## config.mk

```make
export PLATFORM = sky130hd
export DESIGN_NAME = seg_scan_display
export DESIGN_NICKNAME = d
export VERILOG_FILES = /design/src/rtl/seg_disp_pkg.sv /design/src/rtl/seg_scan_timer.sv /design/src/rtl/seg_scan_display.sv
export SDC_FILE = /design/constraint.sdc
export NUM_CORES = 1
export LEC_CHECK = 0
export ABC_AREA = 1
export CAP_MARGIN = 20
export CORE_MARGIN = 2
export CORE_UTILIZATION = 40
export DETAILED_ROUTE_END_ITERATION = 8
export PLACE_DENSITY_LB_ADDON = 0.12
export SLEW_MARGIN = 10
export SYNTH_ARGS = -nofsm -noshare
export SYNTH_HDL_FRONTEND = slang
export SYNTH_HIERARCHICAL = 1
export SYNTH_SLANG_ARGS = --single-unit
```

## constraint.sdc

```tcl
create_clock -name clk -period 7.8 [get_ports clk]
set_clock_uncertainty 0.1 [all_clocks]
set_input_delay 1.17 -clock clk [delete_from_list [all_inputs] [get_ports clk]]
set_output_delay 1.17 -clock clk [all_outputs]
set_load 0.05 [all_outputs]
```

## src/rtl/seg_disp_pkg.sv

```systemverilog
// Shared definitions for the multiplexed 7-segment message scanner:
// display modes, named glyph codes and the glyph-to-segment decoder.
package seg_disp_pkg;

  localparam logic [1:0] MODE_STATIC = 2'd0;
  localparam logic [1:0] MODE_BLINK  = 2'd1;
  localparam logic [1:0] MODE_SCROLL = 2'd2;
  localparam logic [1:0] MODE_BLANK  = 2'd3;

  localparam logic [3:0] GLY_P     = 4'hA;
  localparam logic [3:0] GLY_E     = 4'hB;
  localparam logic [3:0] GLY_N     = 4'hC;
  localparam logic [3:0] GLY_C     = 4'hD;
  localparam logic [3:0] GLY_DASH  = 4'hE;
  localparam logic [3:0] GLY_BLANK = 4'hF;

  // Returns {g,f,e,d,c,b,a} with a lit segment = 1.
  function automatic logic [6:0] glyph_to_seg(input logic [3:0] code);
    case (code)
      4'h0:      return 7'h3F;
      4'h1:      return 7'h06;
      4'h2:      return 7'h5B;
      4'h3:      return 7'h4F;
      4'h4:      return 7'h66;
      4'h5:      return 7'h6D;
      4'h6:      return 7'h7D;
      4'h7:      return 7'h07;
      4'h8:      return 7'h7F;
      4'h9:      return 7'h6F;
      GLY_P:     return 7'h73;
      GLY_E:     return 7'h79;
      GLY_N:     return 7'h54;
      GLY_C:     return 7'h39;
      GLY_DASH:  return 7'h40;
      default:   return 7'h00;
    endcase
  endfunction

endpackage

```

## src/rtl/seg_scan_timer.sv

```systemverilog
// Scan timing: prescaler, digit index, blink phase and scroll offset.
// index/blink_on/offset are the values for the slot that begins at the next edge.
module seg_scan_timer #(
  parameter int NUM_DIGITS    = 4,
  parameter int PRESCALE      = 1000,
  parameter int BLINK_FRAMES  = 64,
  parameter int SCROLL_FRAMES = 128,
  localparam int IDX_W = $clog2(NUM_DIGITS)
) (
  input  logic             clk,
  input  logic             rst,
  input  logic             scroll_en,
  input  logic             commit,
  output logic             slot_tick,
  output logic             frame_tick,
  output logic [IDX_W-1:0] index,
  output logic             blink_on,
  output logic [IDX_W-1:0] offset
);

  localparam int PS_W = $clog2(PRESCALE);
  localparam int BL_W = (BLINK_FRAMES > 1) ? $clog2(BLINK_FRAMES) : 1;
  localparam int SC_W = (SCROLL_FRAMES > 1) ? $clog2(SCROLL_FRAMES) : 1;

  logic [PS_W-1:0]  ps_q, ps_nxt;
  logic [IDX_W-1:0] index_q;
  logic [BL_W-1:0]  blink_cnt_q, blink_cnt_nxt;
  logic             blink_q;
  logic [SC_W-1:0]  scroll_cnt_q, scroll_cnt_nxt;
  logic [IDX_W-1:0] offset_q;

  assign slot_tick  = (ps_q == PS_W'(PRESCALE - 1));
  assign frame_tick = slot_tick && (index_q == IDX_W'(NUM_DIGITS - 1));

  // NOTE: every output of a combinational block gets a default first, so no path can infer a latch.
  always_comb begin
    ps_nxt         = slot_tick ? '0 : ps_q + PS_W'(1);
    index          = index_q;
    blink_cnt_nxt  = blink_cnt_q;
    blink_on       = blink_q;
    scroll_cnt_nxt = scroll_cnt_q;
    offset         = offset_q;

    if (slot_tick)
      index = frame_tick ? '0 : index_q + IDX_W'(1);

    if (frame_tick) begin
      if (blink_cnt_q == BL_W'(BLINK_FRAMES - 1)) begin
        blink_cnt_nxt = '0;
        blink_on      = ~blink_q;
      end else begin
        blink_cnt_nxt = blink_cnt_q + BL_W'(1);
      end
    end

    // A fresh message or leaving scroll mode restarts the scroll from digit 0.
    if (!scroll_en || commit) begin
      scroll_cnt_nxt = '0;
      offset         = '0;
    end else if (frame_tick) begin
      if (scroll_cnt_q == SC_W'(SCROLL_FRAMES - 1)) begin
        scroll_cnt_nxt = '0;
        offset = (offset_q == IDX_W'(NUM_DIGITS - 1)) ? '0 : offset_q + IDX_W'(1);
      end else begin
        scroll_cnt_nxt = scroll_cnt_q + SC_W'(1);
      end
    end
  end

  // NOTE: sequential state uses non-blocking assignments so every register samples pre-edge values.
  always_ff @(posedge clk or negedge rst) begin
    if (!rst) begin
      ps_q         <= '0;
      index_q      <= '0;
      blink_cnt_q  <= '0;
      blink_q      <= 1'b1;
      scroll_cnt_q <= '0;
      offset_q     <= '0;
    end else begin
      ps_q         <= ps_nxt;
      index_q      <= index;
      blink_cnt_q  <= blink_cnt_nxt;
      blink_q      <= blink_on;
      scroll_cnt_q <= scroll_cnt_nxt;
      offset_q     <= offset;
    end
  end

endmodule

```

## src/rtl/seg_scan_display.sv

```systemverilog
// Multiplexed 7-segment message scanner with tear-free message loading
// and static, blink, scroll-left and blank rendering.
module seg_scan_display
  import seg_disp_pkg::*;
#(
  parameter int                      NUM_DIGITS    = 4,
  parameter int                      PRESCALE      = 1000,
  parameter int                      BLINK_FRAMES  = 64,
  parameter int                      SCROLL_FRAMES = 128,
  parameter logic [4*NUM_DIGITS-1:0] INIT_MSG      = 16'hCBA0,
  parameter bit                      COM_ACT_HIGH  = 1'b1,
  parameter bit                      SEG_ACT_HIGH  = 1'b1
) (
  input  logic                      clk,
  input  logic                      rst,
  input  logic                      load,
  input  logic [4*NUM_DIGITS-1:0]   msg_in,
  input  logic [1:0]                mode,
  output logic [NUM_DIGITS-1:0]     com,
  output logic [6:0]                seg,
  output logic                      load_pending,
  output logic                      frame_tick
);

  localparam int                    IDX_W    = $clog2(NUM_DIGITS);
  localparam int                    MSG_W    = 4 * NUM_DIGITS;
  localparam logic [NUM_DIGITS-1:0] COM_INIT = {{(NUM_DIGITS-1){1'b0}}, 1'b1};
  localparam logic [6:0]            SEG_INIT = glyph_to_seg(INIT_MSG[3:0]);

  logic             slot_tick;
  logic             blink_on;
  logic             commit;
  logic [IDX_W-1:0] index;
  logic [IDX_W-1:0] offset;
  logic [MSG_W-1:0] msg_q, shadow_q, msg_nxt;
  int               digit_sel;
  logic [3:0]       code;
  logic [6:0]       seg_raw;
  logic [NUM_DIGITS-1:0] com_raw;

  seg_scan_timer #(
    .NUM_DIGITS    (NUM_DIGITS),
    .PRESCALE      (PRESCALE),
    .BLINK_FRAMES  (BLINK_FRAMES),
    .SCROLL_FRAMES (SCROLL_FRAMES)
  ) u_timer (
    .clk        (clk),
    .rst        (rst),
    .scroll_en  (mode == MODE_SCROLL),
    .commit     (commit),
    .slot_tick  (slot_tick),
    .frame_tick (frame_tick),
    .index      (index),
    .blink_on   (blink_on),
    .offset     (offset)
  );

  // Messages only switch at the frame boundary; a load on that very cycle goes straight in.
  assign commit = frame_tick && (load || load_pending);

  always_comb begin
    msg_nxt = msg_q;
    if (frame_tick) begin
      if (load)              msg_nxt = msg_in;
      else if (load_pending) msg_nxt = shadow_q;
    end
  end

  // Render the slot that starts at the next edge from the post-edge message and timer state.
  always_comb begin
    digit_sel = int'(index) + int'(offset);
    if (digit_sel >= NUM_DIGITS) digit_sel = digit_sel - NUM_DIGITS;
    code = GLY_BLANK;
    for (int d = 0; d < NUM_DIGITS; d++)
      if (d == digit_sel) code = msg_nxt[4*d +: 4];

    case (mode)
      MODE_STATIC, MODE_SCROLL: seg_raw = glyph_to_seg(code);
      MODE_BLINK:               seg_raw = blink_on ? glyph_to_seg(code) : 7'h00;
      default:                  seg_raw = 7'h00;
    endcase

    com_raw = COM_INIT << index;
  end

  always_ff @(posedge clk or negedge rst) begin
    if (!rst) begin
      msg_q        <= INIT_MSG;
      shadow_q     <= INIT_MSG;
      load_pending <= 1'b0;
      com          <= COM_ACT_HIGH ? COM_INIT : ~COM_INIT;
      seg          <= SEG_ACT_HIGH ? SEG_INIT : ~SEG_INIT;
    end else begin
      msg_q <= msg_nxt;
      if (frame_tick) begin
        load_pending <= 1'b0;
      end else if (load) begin
        shadow_q     <= msg_in;
        load_pending <= 1'b1;
      end
      if (slot_tick) begin
        com <= COM_ACT_HIGH ? com_raw : ~com_raw;
        seg <= SEG_ACT_HIGH ? seg_raw : ~seg_raw;
      end
    end
  end

endmodule

```

Yosys cells after proc, flatten, opt, wreduce, memory -nomap -nowiden
Memory sizes are Yosys's and may differ from the RTL's.
Index checks and enable logic that the tools add are counted.
W data, S select, Z words.
Operators by class
  add/subtract/negate cells: 7
  reductions and logical operators: 11
  equal/unequal tests: 10
  bitwise operators: 2
  magnitude comparators: 1
  shifts and indexed selects: 1
  muxes and demuxes: 25
Operators with widths (number)
  $eq A3 B32 Y1 const A: 2
  $mux W16: 3
  $eq A2 B32 Y1 const A: 1
  $logic_not A32 Y1: 1
  $mux W32: 1
  $mux W7: 4
  $mux W4: 4
  $pmux W7 S2: 1
  $mux W2: 6
  $add A10 B1 Y10 const B: 1
  $eq A10 B10 Y1 const B: 1
  $mux W10: 1
  $add A7 B1 Y7 const B: 1
  $eq A7 B7 Y1 const B: 1
  $add A6 B1 Y6 const B: 1
  $eq A2 B2 Y1 const B: 3
  $eq A6 B6 Y1 const B: 1
  $mux W6: 1
  $add A2 B1 Y2 const B: 2
  $mux W1: 4
  $reduce_bool A2 Y1: 2
  $shl A1 B2 Y4 const A: 1
  $sub A3 B3 Y4 const B: 1
  $add A2 B2 Y3: 1
  other kinds (9): 12
Storage, ports and cells
  output and inout bits: 13
  memory bits (read-only): 224
  register bits: 72
  input port bits: 21
  word-level logic and storage cells: 70
  memories: 2
Memories
  (no name shown): words 16, bits a word 7, rd ports 1, clocked after memory_dff 0, write ports 0, RTL line seg_disp_pkg.sv:19  | case (code)
  (no name shown): words 16, bits a word 7, rd ports 1, clocked after memory_dff 0, write ports 0, RTL line seg_disp_pkg.sv:19

Logic depth before layout (Yosys ltp)
An unclocked memory read counts as a cell.
  depth after elaboration: 16
  gate-level depth with buffers: 29
  gate-level depth less buffers: 27

By module
The synthesis kept the hierarchy.
By module, submodules not included
  seg_scan_display: cells each 329, seq. area each 1127.3 um2, instances 1, area each 2549.9 um2
  seg_scan_timer: cells each 194, seq. area each 701.9 um2, instances 1, area each 1532.7 um2

Least setup slack after synthesis
OpenSTA, ideal clock, no wires.
  kind: input to register
  start: in load
  end: reg seg[3]
  required time: 7.639 ns
  path slack: 3.747 ns
  library setup time: 0.061 ns
  buffers on the path: 1
  stages: 21
  data arrival time: 3.893 ns
  cells stage by stage: o21ai_2 > buf_6 > inv_2 > nor2_2 > inv_1 > a21oi_1 > ha_1 > inv_1 > fa_1 > inv_1 > nor2_1 > nand2_1 > o21ai_0 > o22ai_1 > inv_1 > ha_1 > inv_1 > nand2_1 > nand3_1 > nand3_1 > nand2_1
Between the ends
  longest elaborated chain between the ends: 15
  elaborated cells on any way between the ends: 22
  those cells by class: 2 x add/sub; 1 x order compare; 3 x eq/ne; 10 x mux; 4 x reduce/logical; 2 x memory
RTL lines
  from (decl): RTL line seg_scan_display.sv:16  | input logic load,
  $logic_or A1 B1 Y1 (*): RTL line seg_scan_display.sv:59  | assign commit = frame_tick && (load || load_pending);
  $logic_and A1 B1 Y1 (*): RTL line seg_scan_display.sv:59
  via commit: RTL line seg_scan_display.sv:32  | logic commit;
  $logic_or A1 B1 Y1 (*): RTL line seg_scan_timer.sv:57  | if (!scroll_en || commit) begin
  $mux W2 (*): RTL line seg_scan_timer.sv:57
  via offset[0]: RTL line seg_scan_display.sv:34  | logic [IDX_W-1:0] offset;
  $add A2 B2 Y3 (*): RTL line seg_scan_display.sv:71  | digit_sel = int'(index) + int'(offset);
  $sub A3 B3 Y4 / $ge A3 B3 Y1 (equally long branches): RTL line seg_scan_display.sv:72  | if (digit_sel >= NUM_DIGITS) digit_sel = digit_sel - NUM_DIGITS;
  $mux W32 (*): RTL line seg_scan_display.sv:72
  $logic_not A32 Y1: RTL line seg_scan_display.sv:75  | if (d == digit_sel) code = msg_nxt[4*d +: 4];
  $mux W4 (3 in series): RTL line seg_scan_display.sv:75
  $mux W4 (*): RTL line seg_scan_display.sv:75
  $mem_v2 Z16 W7
  $mux W7: RTL line seg_scan_display.sv:79  | MODE_BLINK: seg_raw = blink_on ? glyph_to_seg(code) : 7'h00;
  $pmux W7 S2 (*): RTL line seg_scan_display.sv:77  | case (mode)
  to (signal assigned): RTL line seg_scan_display.sv:92  | seg <= SEG_ACT_HIGH ? SEG_INIT : ~SEG_INIT;
  to (signal assigned): RTL line seg_scan_display.sv:103  | seg <= SEG_ACT_HIGH ? seg_raw : ~seg_raw;
  to (decl): RTL line seg_scan_display.sv:20  | output logic [6:0] seg,
The timed path passes the listed nets; every way through them passes the cells marked *.
A chain may end at the register's enable or synchronous reset.

Final worst setup path
Ends and elaborated chain as after synthesis.

==> results.toml <==
[die]
die-area_um2 = 11000
ios = 34
initial_utilization_pct = 41.6
die_w_um = 105
core-area_um2 = 9820
fp-row-count = 36
fp.dieH_um = 105

[placement]
dp_slack_ps = 2190
gp_congestion = 0.826
port_buffers = 33
hpwl_um = 5790
dpl.cell_count = 680

[global_routing]
grt_max_degree = 73
grt-busiest-layer = "met2"
grt_use_met3_pct = 2.68
antenna_found_initial = 0
grt_first_pass_wirelength_um = 14800
grt_remaining_overflow = 0
first_global_vias = 3286
gr-usage-met2_pct = 27.8
grt_use_total_pct = 16.5
met1_usage_pct = 20.6

[routing]
vias = 3277
vias_per_cell = 4.71
postRouteWirelength_um = 8240
drc = 0
routedWlPerCell_um = 11.8
first_iter_violations = 139
drt.antenna.violating_nets = 0
firstDrtPassIters = 5

[setup_path]
arrival_ps = 5470
critPathKind = "primary input to flop"
crit_path_end_kind = "flop"
start_kind = "primary input"
cp_max_fo = 16
crit_required_ps = 8010

[yosys]
synth_top_cell_by_area = "dfrtp_1"
syn_inst = 523
synth-edff-count = 0
avgSynthCellArea_um2 = 7.81
synth_flop_cell = "dfrtp_1"
ys_ff_latch = 72
synth_commonest_cells = "nand2_1 (171), inv_1 (80), dfrtp_1 (50)"
yosys_warnings = 6
ys_seq_area_share_pct = 44.8
ys_types = 39
syn_area_um2 = 4080
synth.area.top_cells = "dfrtp_1 (31%), nand2_1 (16%), dfstp_2 (14%), inv_1 (7.4%), nand3_1 (4.4%)"
async_flop_share_pct = 100
synth_top_cell_area_share_pct = 30.6
yosysMostFrequentCell = "nand2_1"
syn_nets = 558

[finish]
syn_to_final_growth_pct = 15.7
diodes = 0
fin_util_pct = 48.1
stdcell_count = 696
fin_nets = 593
drive_above_1_share_pct = 12.8
fillCellCount = 1045

[hold_path]
hp-class = "flop to flop"

[pwr]
power_leakage_uw = 0.00244
p_per_area_nw_per_um2 = 162
ir_drop_mv = 0.115

[clocking]
clock_path_buffers = 2
cts_made_buffers = 9
root_buffer = "clkbuf_8"
path_clk_slew_ps = 80
worstSkewPairLatency_ps = 350
post-cts-setup-buffer-count = 0
cts.sinks = 72
cts_resized = 0
htree_levels = 3
cts_tree = "done"
cts_hold_buf = 0

[timing]
worstMarginPinSlew_ps = 939
rsz0062_at_grt = "no"
final.setup.tns_ps = 0
hold_violations = 0
slew_headroom_pct = 37.4
finalSetupViolCount = 0
max_freq_mhz = 190
layout_min_cycle_time_ps = 5270
setup_ws_ps = 2530
period_share_pct = 67.5
slew_viol_final = 0

[job]
cap_violations = 0

[status]
status = "finished, final reports clean"
[cells by family after synthesis]
logic type | Yosys count | synth area share (%)
adders and majority gates | 14 | 4.47
buffers and inverters | 95 | 9.71
xor gates and xnor gates | 9 | 1.93
muxes | 4 | 1.10
DFF | 72 | 44.8
and+or+nand+nor | 271 | 30.3
AOI/OAI and AO/OA | 58 | 7.69
[where the power goes]
group,switching (uW),internal [uW],leakage (uW),total (uW)
Sequential,3.70,383,0.000856,387
Clock,146,187,0.000112,333
Combinational,25.4,18.1,0.00147,43.4
[layout make-up]
class	count	area, um^2	area share (%)
Clock buffer	10	138	2.91
Clock inverter	6	82.6	1.75
Inverter	85	319	6.75
Multi-Input combinational cell	356	1860	39.3
Sequential cell	72	1830	38.7
Tap cell	133	166	3.52
Timing Repair Buffer	34	333	7.04
[cell usage in the layout, fill, tap and decap left out, drive strengths merged]
cell / netlist / final
mux2: 4 / 4
nand3: 42 / 42
clkinv: 0 / 3
a21boi: 4 / 4
or2: 1 / 1
nand4: 6 / 6
nor3: 1 / 1
a31oi: 1 / 1
buf: 8 / 2
dfrtp: 50 / 50
xor2: 7 / 7
ha: 13 / 13
nor2: 36 / 36
clkinvlp: 0 / 1
o22ai: 5 / 5
o21bai: 1 / 1
clkbuf: 2 / 10
nand3b: 2 / 2
fa: 1 / 1
nand2: 179 / 179
dfstp: 22 / 22
and2: 4 / 4
inv: 85 / 85
clkdlybuf4s50: 0 / 32
a21oi: 8 / 8
bufinv: 0 / 2
o21ai: 39 / 39
xnor2: 2 / 2
[sequential cells by signal (all words and copies together) (netlist names)]
signal,flops
com,4
u_timer/blink_q,1
u_timer/scroll_cnt_q,7
u_timer/blink_cnt_q,6
u_timer/index_q,2
msg_q,16
load_pending,1
u_timer/offset_q,2
u_timer/ps_q,10
seg,7
shadow_q,16
[path summary, 6_finish.rpt]
check                           startpoint                     end  slack, ps  cells after the start
max                                   load                  seg[3]       2530                     21
min                                 seg[1]                  seg[1]        370                      2
max reg2reg                u_timer/ps_q[1]                  seg[3]       3280                     25
min reg2reg                         seg[1]                  seg[1]        370                      2
max in group asynchronous              rst         u_timer/ps_q[4]       6040                      2
min in group asynchronous              rst  u_timer/blink_cnt_q[4]        930                      2
[stage by stage]
step / cell area (um^2) / hold WS, ps / total power (uW)
after floorplan: 4080 / 348 / 414
after global placement: 4500 / 357 / 438
after detailed placement: 4500 / 358 / 439
after CTS: 4720 / 372 / 780
after global routing: 4720 / 382 / 795
final: 4720 / 372 / 763
[per-layer routing]
layer	share of wire, %	wire length (um)
met5	0	0
met4	2.1	170
met3	3.0	249
met2	49	4060
met1	46	3760
[critical path, cell delays in order]
cell and delay, ps:
clkdlybuf4s50_1 720, o21ai_2 630, inv_2 130, nor2_2 340
inv_1 100, a21oi_1 190, ha_1 170, inv_1 40
fa_1 490, inv_1 100, nor2_1 80, nand2_1 70
o21ai_0 70, o22ai_1 390, inv_1 160, ha_1 210
inv_1 80, nand2_1 90, nand3_1 90, nand3_1 80
nand2_1 60
Power figures use the tool's default switching activity.
